$ cat config.mk
export PLATFORM = sky130hd
export DESIGN_NAME = io_pad_bank
export DESIGN_NICKNAME = d
export VERILOG_FILES = /design/src/rtl/io_pad_pkg.sv /design/src/rtl/io_pad_chan.sv /design/src/rtl/io_pad_bank.sv
export SDC_FILE = /design/constraint.sdc
export NUM_CORES = 1
export LEC_CHECK = 0
export ABC_AREA = 1
export CORE_UTILIZATION = 49
export CTS_BUF_LIST = sky130_fd_sc_hd__clkbuf_8
export CTS_CLUSTER_SIZE = 14
export DETAILED_ROUTE_END_ITERATION = 12
export PLACE_DENSITY = 0.9
export SLEW_MARGIN = 40
export SYNTH_ARGS = -nofsm -noshare
export SYNTH_HDL_FRONTEND = slang
export SYNTH_SLANG_ARGS = --single-unit
$ cat constraint.sdc
create_clock -name clk -period 4.3 [get_ports clk]
set_input_delay 0.86 -clock clk [delete_from_list [all_inputs] [get_ports clk]]
set_output_delay 0.86 -clock clk [all_outputs]
set_load 0.005 [all_outputs]
$ cat src/rtl/io_pad_pkg.sv
`default_nettype none
// ============================================================================
// Module   : io_pad_pkg
// Purpose  : Shared types and constants for the GPIO pad bank.
//            io_mode_e encodes the per-channel drive mode; IO_SYNC_MIN is the
//            smallest synchroniser depth the channels will build.
// Config   : IO_PAD_FILTER_EN (optional input glitch filter, see io_pad_chan)
// Revision : 1.0 - initial release
// ============================================================================
package io_pad_pkg;

  typedef enum logic [1:0] {
    IO_PP   = 2'b00,  // push-pull
    IO_OD   = 2'b01,  // open-drain (drive low only)
    IO_IN   = 2'b10,  // input-only
    IO_RSVD = 2'b11   // reserved, treated as input-only
  } io_mode_e;

  localparam int IO_SYNC_MIN = 2;

endpackage
`default_nettype wire

$ cat src/rtl/io_pad_chan.sv
`default_nettype none
// ============================================================================
// Module   : io_pad_chan
// Purpose  : One bidirectional GPIO channel: drive-mode decode, registered
//            pad output, OE turnaround guard, input synchroniser, optional
//            glitch filter, edge pulses and sticky interrupt bit.
// Ports    : clk, rst           clock, async active-high reset
//            out_i, oe_i        core data / drive request
//            mode_i[1:0]        io_mode_e drive mode
//            pad_in_i           pad cell C pin
//            pad_o_o, pad_oe_o  pad cell I pin / active-high output enable
//            core_in_o          synchronised (optionally filtered) input
//            rise_o, fall_o     1-cycle edge pulses on core_in_o
//            rise_en_i, fall_en_i, clear_i, pending_o  interrupt bit
// Config   : IO_PAD_FILTER_EN enables the FILT_CYCLES stability filter.
// Revision : 1.0 - initial release
// ============================================================================
module io_pad_chan
  import io_pad_pkg::*;
#(
  parameter int SYNC_STAGES = 2,
  parameter int TURN_CYCLES = 2
`ifdef IO_PAD_FILTER_EN
  , parameter int FILT_CYCLES = 4
`endif
) (
  input  logic       clk,
  input  logic       rst,
  input  logic       out_i,
  input  logic       oe_i,
  input  logic [1:0] mode_i,
  input  logic       pad_in_i,
  output logic       pad_o_o,
  output logic       pad_oe_o,
  output logic       core_in_o,
  output logic       rise_o,
  output logic       fall_o,
  input  logic       rise_en_i,
  input  logic       fall_en_i,
  input  logic       clear_i,
  output logic       pending_o
);

  localparam int SYNC_N = (SYNC_STAGES < IO_SYNC_MIN) ? IO_SYNC_MIN : SYNC_STAGES;

  // --------------------------------------------------------------------------
  // Drive-mode decode
  // --------------------------------------------------------------------------
  logic req_oe_d;
  logic pad_o_d;

  always_comb begin
    req_oe_d = 1'b0;
    pad_o_d  = 1'b0;
    case (io_mode_e'(mode_i))
      IO_PP: begin
        req_oe_d = oe_i;
        pad_o_d  = out_i;
      end
      // Open-drain only ever drives a 0; a '1' is released to the pull-up.
      IO_OD:   req_oe_d = oe_i & ~out_i;
      default: ;
    endcase
  end

  logic pad_o_q;
  always_ff @(posedge clk or posedge rst) begin
    if (rst) pad_o_q <= 1'b0;
    else     pad_o_q <= pad_o_d;
  end

  // --------------------------------------------------------------------------
  // OE turnaround guard: enable only after req_oe has been stable long enough
  // for the far-end driver to release the line. Disable is immediate.
  // --------------------------------------------------------------------------
  logic pad_oe_q;

  if (TURN_CYCLES == 0) begin : g_no_turn
    always_ff @(posedge clk or posedge rst) begin
      if (rst) pad_oe_q <= 1'b0;
      else     pad_oe_q <= req_oe_d;
    end
  end else begin : g_turn
    localparam int            TW    = $clog2(TURN_CYCLES + 1);
    localparam logic [TW-1:0] TLAST = TW'(TURN_CYCLES);
    logic [TW-1:0] cnt_q;

    always_ff @(posedge clk or posedge rst) begin
      if (rst) begin
        cnt_q    <= '0;
        pad_oe_q <= 1'b0;
      end else if (!req_oe_d) begin
        cnt_q    <= '0;
        pad_oe_q <= 1'b0;
      end else begin
        if (cnt_q != TLAST) cnt_q <= cnt_q + 1'b1;
        pad_oe_q <= (cnt_q == TLAST);
      end
    end
  end

  assign pad_o_o  = pad_o_q;
  assign pad_oe_o = pad_oe_q;

  // --------------------------------------------------------------------------
  // Input synchroniser
  // --------------------------------------------------------------------------
  logic [SYNC_N-1:0] sync_q;
  always_ff @(posedge clk or posedge rst) begin
    if (rst) sync_q <= '0;
    else     sync_q <= {sync_q[SYNC_N-2:0], pad_in_i};
  end

  logic sync_w;
  assign sync_w = sync_q[SYNC_N-1];

  logic din;

`ifdef IO_PAD_FILTER_EN
  // Accept a new level only after it has differed from the current one for
  // FILT_CYCLES consecutive samples; any return to the current level resets.
  localparam int            FILT_N = (FILT_CYCLES < 1) ? 1 : FILT_CYCLES;
  localparam int            FW     = $clog2(FILT_N + 1);
  localparam logic [FW-1:0] FLAST  = FW'(FILT_N - 1);

  logic [FW-1:0] filt_cnt_q;
  logic          filt_q;

  always_ff @(posedge clk or posedge rst) begin
    if (rst) begin
      filt_cnt_q <= '0;
      filt_q     <= 1'b0;
    end else if (sync_w == filt_q) begin
      filt_cnt_q <= '0;
    end else if (filt_cnt_q == FLAST) begin
      filt_cnt_q <= '0;
      filt_q     <= sync_w;
    end else begin
      filt_cnt_q <= filt_cnt_q + 1'b1;
    end
  end

  assign din = filt_q;
`else
  assign din = sync_w;
`endif

  // --------------------------------------------------------------------------
  // Edge detect and sticky interrupt (set wins over clear)
  // --------------------------------------------------------------------------
  logic prev_q;
  logic pend_q;
  logic pend_d;

  assign rise_o = din & ~prev_q;
  assign fall_o = ~din & prev_q;
  assign pend_d = (rise_o & rise_en_i) | (fall_o & fall_en_i) | (pend_q & ~clear_i);

  always_ff @(posedge clk or posedge rst) begin
    if (rst) begin
      prev_q <= 1'b0;
      pend_q <= 1'b0;
    end else begin
      prev_q <= din;
      pend_q <= pend_d;
    end
  end

  assign core_in_o = din;
  assign pending_o = pend_q;

endmodule
`default_nettype wire

$ cat src/rtl/io_pad_bank.sv
`default_nettype none
// ============================================================================
// Module   : io_pad_bank
// Purpose  : Bank of NUM_IO independent bidirectional GPIO channels between
//            core logic and the chip-top pad cells (pad OEN = ~pad_oe).
// Ports    : clk, rst                       clock, async active-high reset
//            core_out/core_oe/core_mode      core drive controls
//            core_in, rise_pulse, fall_pulse synchronised input and edges
//            irq_rise_en/irq_fall_en/irq_clear, irq_pending, irq
//            pad_o, pad_oe, pad_i            pad cell I / ~OEN / C pins
// Config   : IO_PAD_FILTER_EN enables the per-channel input glitch filter.
// Revision : 1.0 - initial release
// ============================================================================
module io_pad_bank
  import io_pad_pkg::*;
#(
  parameter int NUM_IO      = 8,
  parameter int SYNC_STAGES = 2,
  parameter int TURN_CYCLES = 2,
  parameter int FILT_CYCLES = 4
) (
  input  logic                clk,
  input  logic                rst,
  input  logic [NUM_IO-1:0]   core_out,
  input  logic [NUM_IO-1:0]   core_oe,
  input  logic [2*NUM_IO-1:0] core_mode,
  output logic [NUM_IO-1:0]   core_in,
  output logic [NUM_IO-1:0]   rise_pulse,
  output logic [NUM_IO-1:0]   fall_pulse,
  input  logic [NUM_IO-1:0]   irq_rise_en,
  input  logic [NUM_IO-1:0]   irq_fall_en,
  input  logic [NUM_IO-1:0]   irq_clear,
  output logic [NUM_IO-1:0]   irq_pending,
  output logic                irq,
  output logic [NUM_IO-1:0]   pad_o,
  output logic [NUM_IO-1:0]   pad_oe,
  input  logic [NUM_IO-1:0]   pad_i
);

  if (NUM_IO < 1 || NUM_IO > 32) begin : g_chk_num_io
    $error("io_pad_bank: NUM_IO must be in 1..32");
  end
  if (SYNC_STAGES < IO_SYNC_MIN) begin : g_chk_sync
    $error("io_pad_bank: SYNC_STAGES below minimum");
  end
  if (TURN_CYCLES < 0 || FILT_CYCLES < 1) begin : g_chk_cycles
    $error("io_pad_bank: invalid TURN_CYCLES or FILT_CYCLES");
  end

  for (genvar i = 0; i < NUM_IO; i++) begin : g_chan
    io_pad_chan #(
      .SYNC_STAGES (SYNC_STAGES),
      .TURN_CYCLES (TURN_CYCLES)
`ifdef IO_PAD_FILTER_EN
      , .FILT_CYCLES (FILT_CYCLES)
`endif
    ) u_chan (
      .clk       (clk),
      .rst       (rst),
      .out_i     (core_out[i]),
      .oe_i      (core_oe[i]),
      .mode_i    (core_mode[2*i +: 2]),
      .pad_in_i  (pad_i[i]),
      .pad_o_o   (pad_o[i]),
      .pad_oe_o  (pad_oe[i]),
      .core_in_o (core_in[i]),
      .rise_o    (rise_pulse[i]),
      .fall_o    (fall_pulse[i]),
      .rise_en_i (irq_rise_en[i]),
      .fall_en_i (irq_fall_en[i]),
      .clear_i   (irq_clear[i]),
      .pending_o (irq_pending[i])
    );
  end

  assign irq = |irq_pending;

endmodule
`default_nettype wire

* Yosys cells after proc, flatten, opt, wreduce, memory -nomap -nowiden
Index checks and enable logic that the tools add are counted.
** Word-level totals
- Output and inout bits :: 49
- Logic and storage cells :: 233
- Bits in writable memories :: 0
- Latch bits :: 0
- Register bits after elaboration :: 64
- Memories kept :: 0
- ROM bits :: 0
** Cells by class
- Muxes and demuxes :: 40
- Bitwise gates (word level) :: 96
- Shifts and indexed selects :: 0
- Divide/modulo/power cells :: 0
- Multiply operators :: 0
- Order comparisons :: 0
- Add/sub/neg operators :: 8
- Reductions and logical operators :: 9
- Eq/ne operators :: 32
** Operators by type and width (count)
- AND 1 bit :: 48
- two-way mux 2 bit :: 16
- != test 2 bit (second input constant) :: 16
- NOT 1 bit :: 32
- adder 2 x 1 -> 2 bit (second input constant) :: 8
- equality test 2 x 1 -> 1 bit (second input constant) :: 8
- equality test 2 bit (second input constant) :: 8
- logical NOT 2 bit :: 8
- two-way mux 1 bit :: 16
- OR 1 bit :: 16
- one-hot mux 1 bit (2 select lines) :: 8
- OR reduction 8 bit :: 1

* Depth between registers and ports, before layout
Gate-level depths: netlist of the first run.
- Depth after elaboration :: 5
- Mapped depth :: 6

* Hierarchy
From an unflattened synthesis of the first run, not the netlist that was laid out.
** Second synthesis, totals
- Cell total of the unflattened synthesis :: 303
- Area total of the unflattened synthesis :: 2608.8 µm²
** Modules (own cells, without submodules)
- io_pad_chan :: times used 8, cells an instance 36, area an instance 319.1 µm²
- io_pad_bank :: times used 1, cells an instance 15, area an instance 56.3 µm²

* Worst setup path after synthesis of the first run
No wires, ideal clock.
- Kind :: register -> output
- Start point :: reg g_chan[0].u_chan.sync_q[1]
- End point :: out rise_pulse[0]
- Path slack :: 2827 ps
- Cell stages (with the launch flop) :: 4
- Path buffers :: 1
- Required time :: 3440 ps
- Arrival :: 613 ps
- Path through :: dfrtp_1 inv_1 nor2_1 buf_4
** On the way
- Word-level cells in the longest chain between the ends :: 1
** RTL lines
- start, declared :: line io_pad_chan.sv:108 : logic [SYNC_N-1:0] sync_q;
- start signal, assigned :: line io_pad_chan.sv:111 : else sync_q <= {sync_q[SYNC_N-2:0], pad_in_i};
- AND 1 bit :: line io_pad_chan.sv:155 : assign rise_o = din & ~prev_q;
- end, declared :: line io_pad_bank.sv:28 : output logic [NUM_IO-1:0] rise_pulse,
Every way passes these cells.

* Final worst setup path of the first run
- Start point :: reg g_chan[0].u_chan.pend_q
- End point :: out irq
** On the way
- Word-level cells in the longest chain between the ends :: 1
** RTL lines
- start, declared :: line io_pad_chan.sv:152 : logic pend_q;
- start signal, assigned :: line io_pad_chan.sv:165 : pend_q <= pend_d;
- OR reduction 8 bit :: line io_pad_bank.sv:76 : assign irq = |irq_pending;
- end, declared :: line io_pad_bank.sv:34 : output logic irq,
Every way passes these cells.

==> results of run 1 <==
## kinds of logic after synthesis
kind of cell             after synthesis  share of synthesized area, %
flip-flops                            64                         54.42
buffers and inverters                113                         20.54
AND/OR/NAND/NOR                      159                         21.64
adder cells (fa/ha/maj)                8                         3.401
## layer usage
layer  wire (um)  GRT usage (%)
met4         112          8.727
met1        2134          19.76
met2        2944          36.41
met3         480          7.200
met5           0              0
## Yosys cell counts
| cell type | instances | area (sq um) |
|---|---|---|
| ha_1 | 8 | 100.1 |
| nand2_1 | 61 | 229.0 |
| dfrtp_1 | 64 | 1602 |
| nor2_1 | 66 | 247.7 |
| nand3_1 | 32 | 160.2 |
| inv_1 | 60 | 225.2 |
| buf_4 | 48 | 360.4 |
| inv_2 | 5 | 18.77 |
## layout by cell type, fill, tap and decap left out
cell type        count
nor2_1              66
clkdlybuf4s50_1    114
buf_4                1
clkbuf_8            11
clkinv_2             2
dfrtp_1             64
bufinv_16            1
nand3_1             32
inv_1               61
inv_2                5
nand2_1             61
inv_4                1
ha_1                 8
## worst max-delay path, stage by stage, from the launching register on
cell and delay, ns:
dfrtp_1 0.40, inv_1 0.06, nand2_1 0.04, nor2_1 0.17, nand2_1 0.08, clkdlybuf4s50_1 0.44
## layout make-up
type / count / area, sq um / area share [%]
clock buffer: 11 / 151.4 / 3.764
clock inverter: 5 / 47.55 / 1.182
inverter: 65 / 246.5 / 6.128
multi-input combinational: 167 / 737.0 / 18.32
sequential: 64 / 1602 / 39.81
tap: 72 / 90.09 / 2.240
timing repair buffer: 115 / 1149 / 28.55
## report_power, final
group	switching [uW]	internal, uW	total (uW)
clock	211	293	504
combinational	71.7	116	187
sequential	20.3	631	652
## metrics by stage
stage | power (uW) | setup WS (ns) | instances
floorplan | 755.4 | 1.842 | 344
global placement | 843.2 | 2.023 | 483
detailed placement | 852.3 | 2.293 | 483
CTS | 1358 | 1.920 | 499
global route | 1414 | 1.825 | 499
finish | 1343 | 1.932 | 499
## worst max path at each step
| stage | from | end | cells past startpoint | slack, ns |
|---|---|---|---|---|
| 4_1_cts | g_chan[1].u_chan.pending_o | irq | 5 | 1.92 |
| 5_1_grt | g_chan[0].u_chan.pending_o | irq | 5 | 1.83 |
| 3_3_place_gp | rst | g_chan[3].u_chan.sync_q[1] | 3 | 2.02 |
| 6_report | g_chan[0].u_chan.pending_o | irq | 5 | 1.93 |
| 3_5_place_dp | g_chan[1].u_chan.pending_o | irq | 5 | 2.29 |
| 2_1_floorplan | rst | g_chan[0].u_chan.g_turn.cnt_q[0] | 1 | 1.84 |
## sequential cells by signal, indices dropped and copies added (netlist names)
register / count
g_chan.u_chan.g_turn.cnt_q: 16
g_chan.u_chan.sync_q: 16
g_chan.u_chan.pad_o_o: 8
g_chan.u_chan.pad_oe_o: 8
g_chan.u_chan.pending_o: 8
g_chan.u_chan.prev_q: 8
==> summary.md, run 1 <==
| Metric | Value |
|---|---|
| Routed vias | 2272 |
| Post-CTS Resized | 0 |
| Hold endpoint | g_chan[7].u_chan.sync_q[1] |
| Syn Area/Cell | 8.555 sq um |
| Vias in the first global route | 2272 |
| Final nets | 496 |
| Chip Width | 79.50 um |
| Initial DRC Count | ~120 |
| CTS Root Cell | clkbuf_8 |
| FP Rows | 27 |
| Final instance area | 4023 sq um |
| Slew Viols, Final | 0 |
| Synth cell types | 8 |
| Reg2Reg Capture Point | g_chan[5].u_chan.g_turn.cnt_q[0] |
| Clock tree buffer depth | 2 |
| Syn-to-layout area delta | 36.69% |
| GPL Wtd Cong | a little over 0.7 |
| Worst Path Required | 3.44 ns |
| Ys Warns | 0 |
| Global route overflow | 0 |
| Yosys reg bits | 64 |
| Drt drc | 0 |
| H-Tree Depth | 3 |
| All-layer global routing usage | 19.82% |
| CP startpoint kind | flip-flop |
| Final Hold Fails | 0 |
| Run status | completed |
| Hold-fix buffers at CTS | 0 |
| IO buf count | 114 |
| Placeable Area | 5642 sq um |
| Leakage | approximately 0.0021 uW |
| Placed Area | 3824 sq um |
| WL final | 5671 um |
| CTS buffer count | 9 |
| Mapped Nets | 418 |
| Post-CTS setup buffer count | 0 |
| Reg2reg path depth | 6 |
| WHS | 0.3508 ns |
| Share of layout cells above drive strength 1 | 4.918% |
| Hold Path Origin | g_chan[7].u_chan.sync_q[0] |
| Arrival @ worst endpoint | 1.51 ns |
| Final critical-path share of the clock period | 55.07% |
| WL/cell | about 11 um |
| Die area | 6319 sq um |
| Setup TNS | 0 ns |
| Antenna diodes | 0 |
| Max Fclk | approximately 0.42 GHz |
| Syn Inst Count | 344 |
| Post-DP HPWL | 4487 um |
| Post-synthesis sequential area ratio | 54.42% |
| Crit Path Class | flip-flop to output port |
| RSZ-0062 raised after global routing | no |
| Routed Antenna Nets | 0 |
| R2R setup slack | 3.22 ns |
| Initial antenna violation count | 0 |
| Max-cap violations | 0 |
| Pwr dens | roughly 330 nW/um^2 |
| FF-to-FF Start | g_chan[5].u_chan.g_turn.cnt_q[0] |
| # clock sinks | 64 |
| Initial core utilization | between 50% and 60% |
| Final setup violation count | 0 |
| Actual slew at the worst max-slew pin | 0.6149 ns |
| Filler instances | 430 |
| HP Class | flip-flop to flip-flop |
| First-pass GRT wire length | slightly above 9000 um |
| Fin util | a little over 70% |
| Final Critical Period | 2.368 ns |
| Peak supply drop | 0.2250 mV |
| Die H | roughly 79 um |
| Worst-skew pair later-pin latency | around 0.33 ns |
| Synth Cell Area | a little under 3000 sq um |
| Top Ports | 115 |
| CP Capture Type | output port |
| DR pass1 iterations | 4 |
| Worst Path Max Fanout | 3 |
| Vias per std cell | between 4 and 5 |
| Setup Skew | 0.005585 ns |
| Slew HR | 59.01% |
| Largest net degree at the start of global routing | 53 |
| Worst hold path cell count | 0 |
| Clock transition at path regs | roughly 0.06 ns |
| TritonCTS clock tree | done |
(Power assumes the default switching activity.)
==> inputs of run 2 (changes only) <==
- CORE_UTILIZATION: 49 -> 45
- PLACE_DENSITY: 0.9 -> 0.83
- clock period: 4.3 -> 2.36 ns (I/O delays scaled with it)
==> run 2 against run 1 <==
Combinational power up 83%. Register-to-register slack got worse by 1.9 ns. Die area up 8.7%. Worst hold slack worse by 0.0016 ns. Clock skew rose by 0.0038 ns. Global-route usage decreased by 2.8 points. First-iteration DRC count is 14% lower. Sequential share of layout area decreased by 0.31 points. Worst setup slack worse by 1.5 ns. Clock power up 97%. Largest cell class unchanged.
==> summary.md, run 2 (synthesized netlist as in run 1, its figures left out) <==
| Metric | Value |
|---|---|
| Run status | completed |
| CP cell instances | inv_1, nor2_1, clkdlybuf4s50_1 |
| Die area | 6867 sq um |
| Initial core utilization | 46.61% |
| Drt drc | 0 |
| Int Pwr | about 2000 uW |
| Initial DRC Count | 105 |
| Switch share | between 20% and 30% |
| WL/cell | 10.41 um |
| Worst hold path cell count | 0 |
| Crit-path slowest cell | clkdlybuf4s50_1 |
| Final critical-path share of the clock period | roughly four fifths |
| CP peak stage delay | 0.51 ns |
| Die H | 82.87 um |
| Post-CTS Resized | 0 |
| Largest net degree at the start of global routing | 65 |
| Clock tree buffer depth | 2 |
| Peak supply drop | between 0.3 and 0.4 mV |
| Final instance area | 4054 sq um |
| Global route overflow | 0 |
| First-pass GRT wire length | 9328 um |
| Switching power total | 543.2 uW |
| Final Hold Fails | 0 |
| Worst Path Max Fanout | 5 |
| Post-DP HPWL | 4095 um |
| Fin worst setup slack | 0.4576 ns |
| Max Fclk | 0.5256 GHz |
| Crit path max-delay family | buffers and inverters |
| Final setup violation count | 0 |
| Worst-skew pair later-pin latency | 0.33 ns |
| CTS buffer count | 9 |
| IO buf count | 114 |
| Setup Skew | 0.009419 ns |
| Crit Path Class | flip-flop to output port |
| WL final | 5248 um |
| Chip Width | 82.87 um |
| TritonCTS clock tree | done |
| CP Capture Type | output port |
| Syn-to-layout area delta | 37.76% |
| Seq pwr share | between 40% and 50% |
| Power share of the combinational group | 13.6% |
| WHS | 0.3492 ns |
| Actual slew at the worst max-slew pin | 0.3287 ns |
| Hold endpoint | g_chan[5].u_chan.sync_q[1] |
| All-layer global routing usage | 16.97% |
| Pwr dens | approximately 620 nW/um^2 |
| Final nets | 496 |
| HP Class | flip-flop to flip-flop |
| Worst Path Required | around 1.9 ns |
| CTS Root Cell | clkbuf_8 |
| # clock sinks | 64 |
| Clock power frac | 39.4% |
| Clock transition at path regs | roughly 0.060 ns |
| Slew HR | ~78% |
| FP Rows | 29 |
| RSZ-0062 raised after global routing | no |
| Hold-fix buffers at CTS | 0 |
| Top flop regs | g_chan.u_chan.g_turn.cnt_q (16), g_chan.u_chan.sync_q (16) |
| Post-CTS setup buffer count | 0 |
| GPL Wtd Cong | 0.7322 |
| Hold Path Origin | g_chan[5].u_chan.sync_q[0] |
| Final Critical Period | 1.902 ns |
| DR pass1 iterations | 4 |
| Vias per std cell | approximately 4.4 |
| Setup WS pre-CTS | 0.7876 ns |
| Routed Antenna Nets | 0 |
| Placed Area | roughly 3800 sq um |
| CP startpoint kind | flip-flop |
| Most frequent cells in the layout | clkdlybuf4s50_1 (114), nor2_1 (66), dfrtp_1 (64), inv_1 (62), nand2_1 (61) |
| Crit path buf inv count | 2 |
| Initial antenna violation count | 0 |
| Reg2Reg Capture Point | g_chan[6].u_chan.g_turn.cnt_q[0] |
| H-Tree Depth | 3 |
| Leakage | between 0.002 and 0.0025 uW |
| Arrival @ worst endpoint | 1.43 ns |
| Slew Viols, Final | 0 |
| Vias in the first global route | ~2.2k |
| Setup TNS | 0 ns |
| Share of layout cells above drive strength 1 | 4.684% |
| Routed vias | 2206 |
| Max-cap violations | 0 |
| R2R setup slack | 1.32 ns |
| Placeable Area | 6314 sq um |
| FF-to-FF Start | g_chan[6].u_chan.g_turn.cnt_q[0] |
| Leading cell type in the layout, fill and taps excluded | clkdlybuf4s50_1 |
| Reg2reg path depth | 6 |
| Antenna diodes | 0 |
| Top Ports | around 120 |
## run 2: worst max path at each step
stage / start / endpoint / slack (ns) / depth (start not counted)
after global routing: g_chan[0].u_chan.sync_q[1] / rise_pulse[0] / 0.33 / 3
after global placement: g_chan[0].u_chan.sync_q[1] / rise_pulse[0] / 0.80 / 3
final: g_chan[0].u_chan.sync_q[1] / rise_pulse[0] / 0.46 / 3
after detailed placement: g_chan[0].u_chan.sync_q[1] / rise_pulse[0] / 0.79 / 3
after CTS: g_chan[0].u_chan.sync_q[1] / rise_pulse[0] / 0.42 / 3
after floorplan: rst / g_chan[0].u_chan.g_turn.cnt_q[0] / 0.29 / 1
## run 2: final cells by class
type	count	area (sq um)
inverter	65	244.0
timing repair buffer	115	1161
clock inverter	6	76.32
sequential	64	1602
tap	77	96.34
fill	538	2260
multi-input combinational	167	737.0
clock buffer	10	137.6
## run 2: power by group through the flow
| stage | clock network [uW] | registers [uW] | logic [uW] |
|---|---|---|---|
| floorplan | 0 | 1200 | 180 |
| global placement | 0 | 1200 | 338 |
| detailed placement | 0 | 1210 | 346 |
| CTS | 1030 | 1190 | 348 |
| global route | 1070 | 1190 | 383 |
| finish | 991 | 1180 | 342 |
## run 2: through the flow
step	util (%)	instances	total power, uW
floorplan	-	344	1376
global placement	60.82	488	1539
detailed placement	60.82	488	1552
CTS	64.21	504	2559
global route	64.21	504	2640
finish	64.21	504	2517
## run 2: metal layers
| metal | vias up | wire length [um] | track usage (%) |
|---|---|---|---|
| met5 | - | 0 | 0 |
| met4 | 0 | 104 | 8.777 |
| met3 | 11 | 301 | 4.672 |
| met2 | 73 | 2732 | 30.18 |
| met1 | 988 | 2110 | 18.37 |
| li1 | 1134 | - | - |
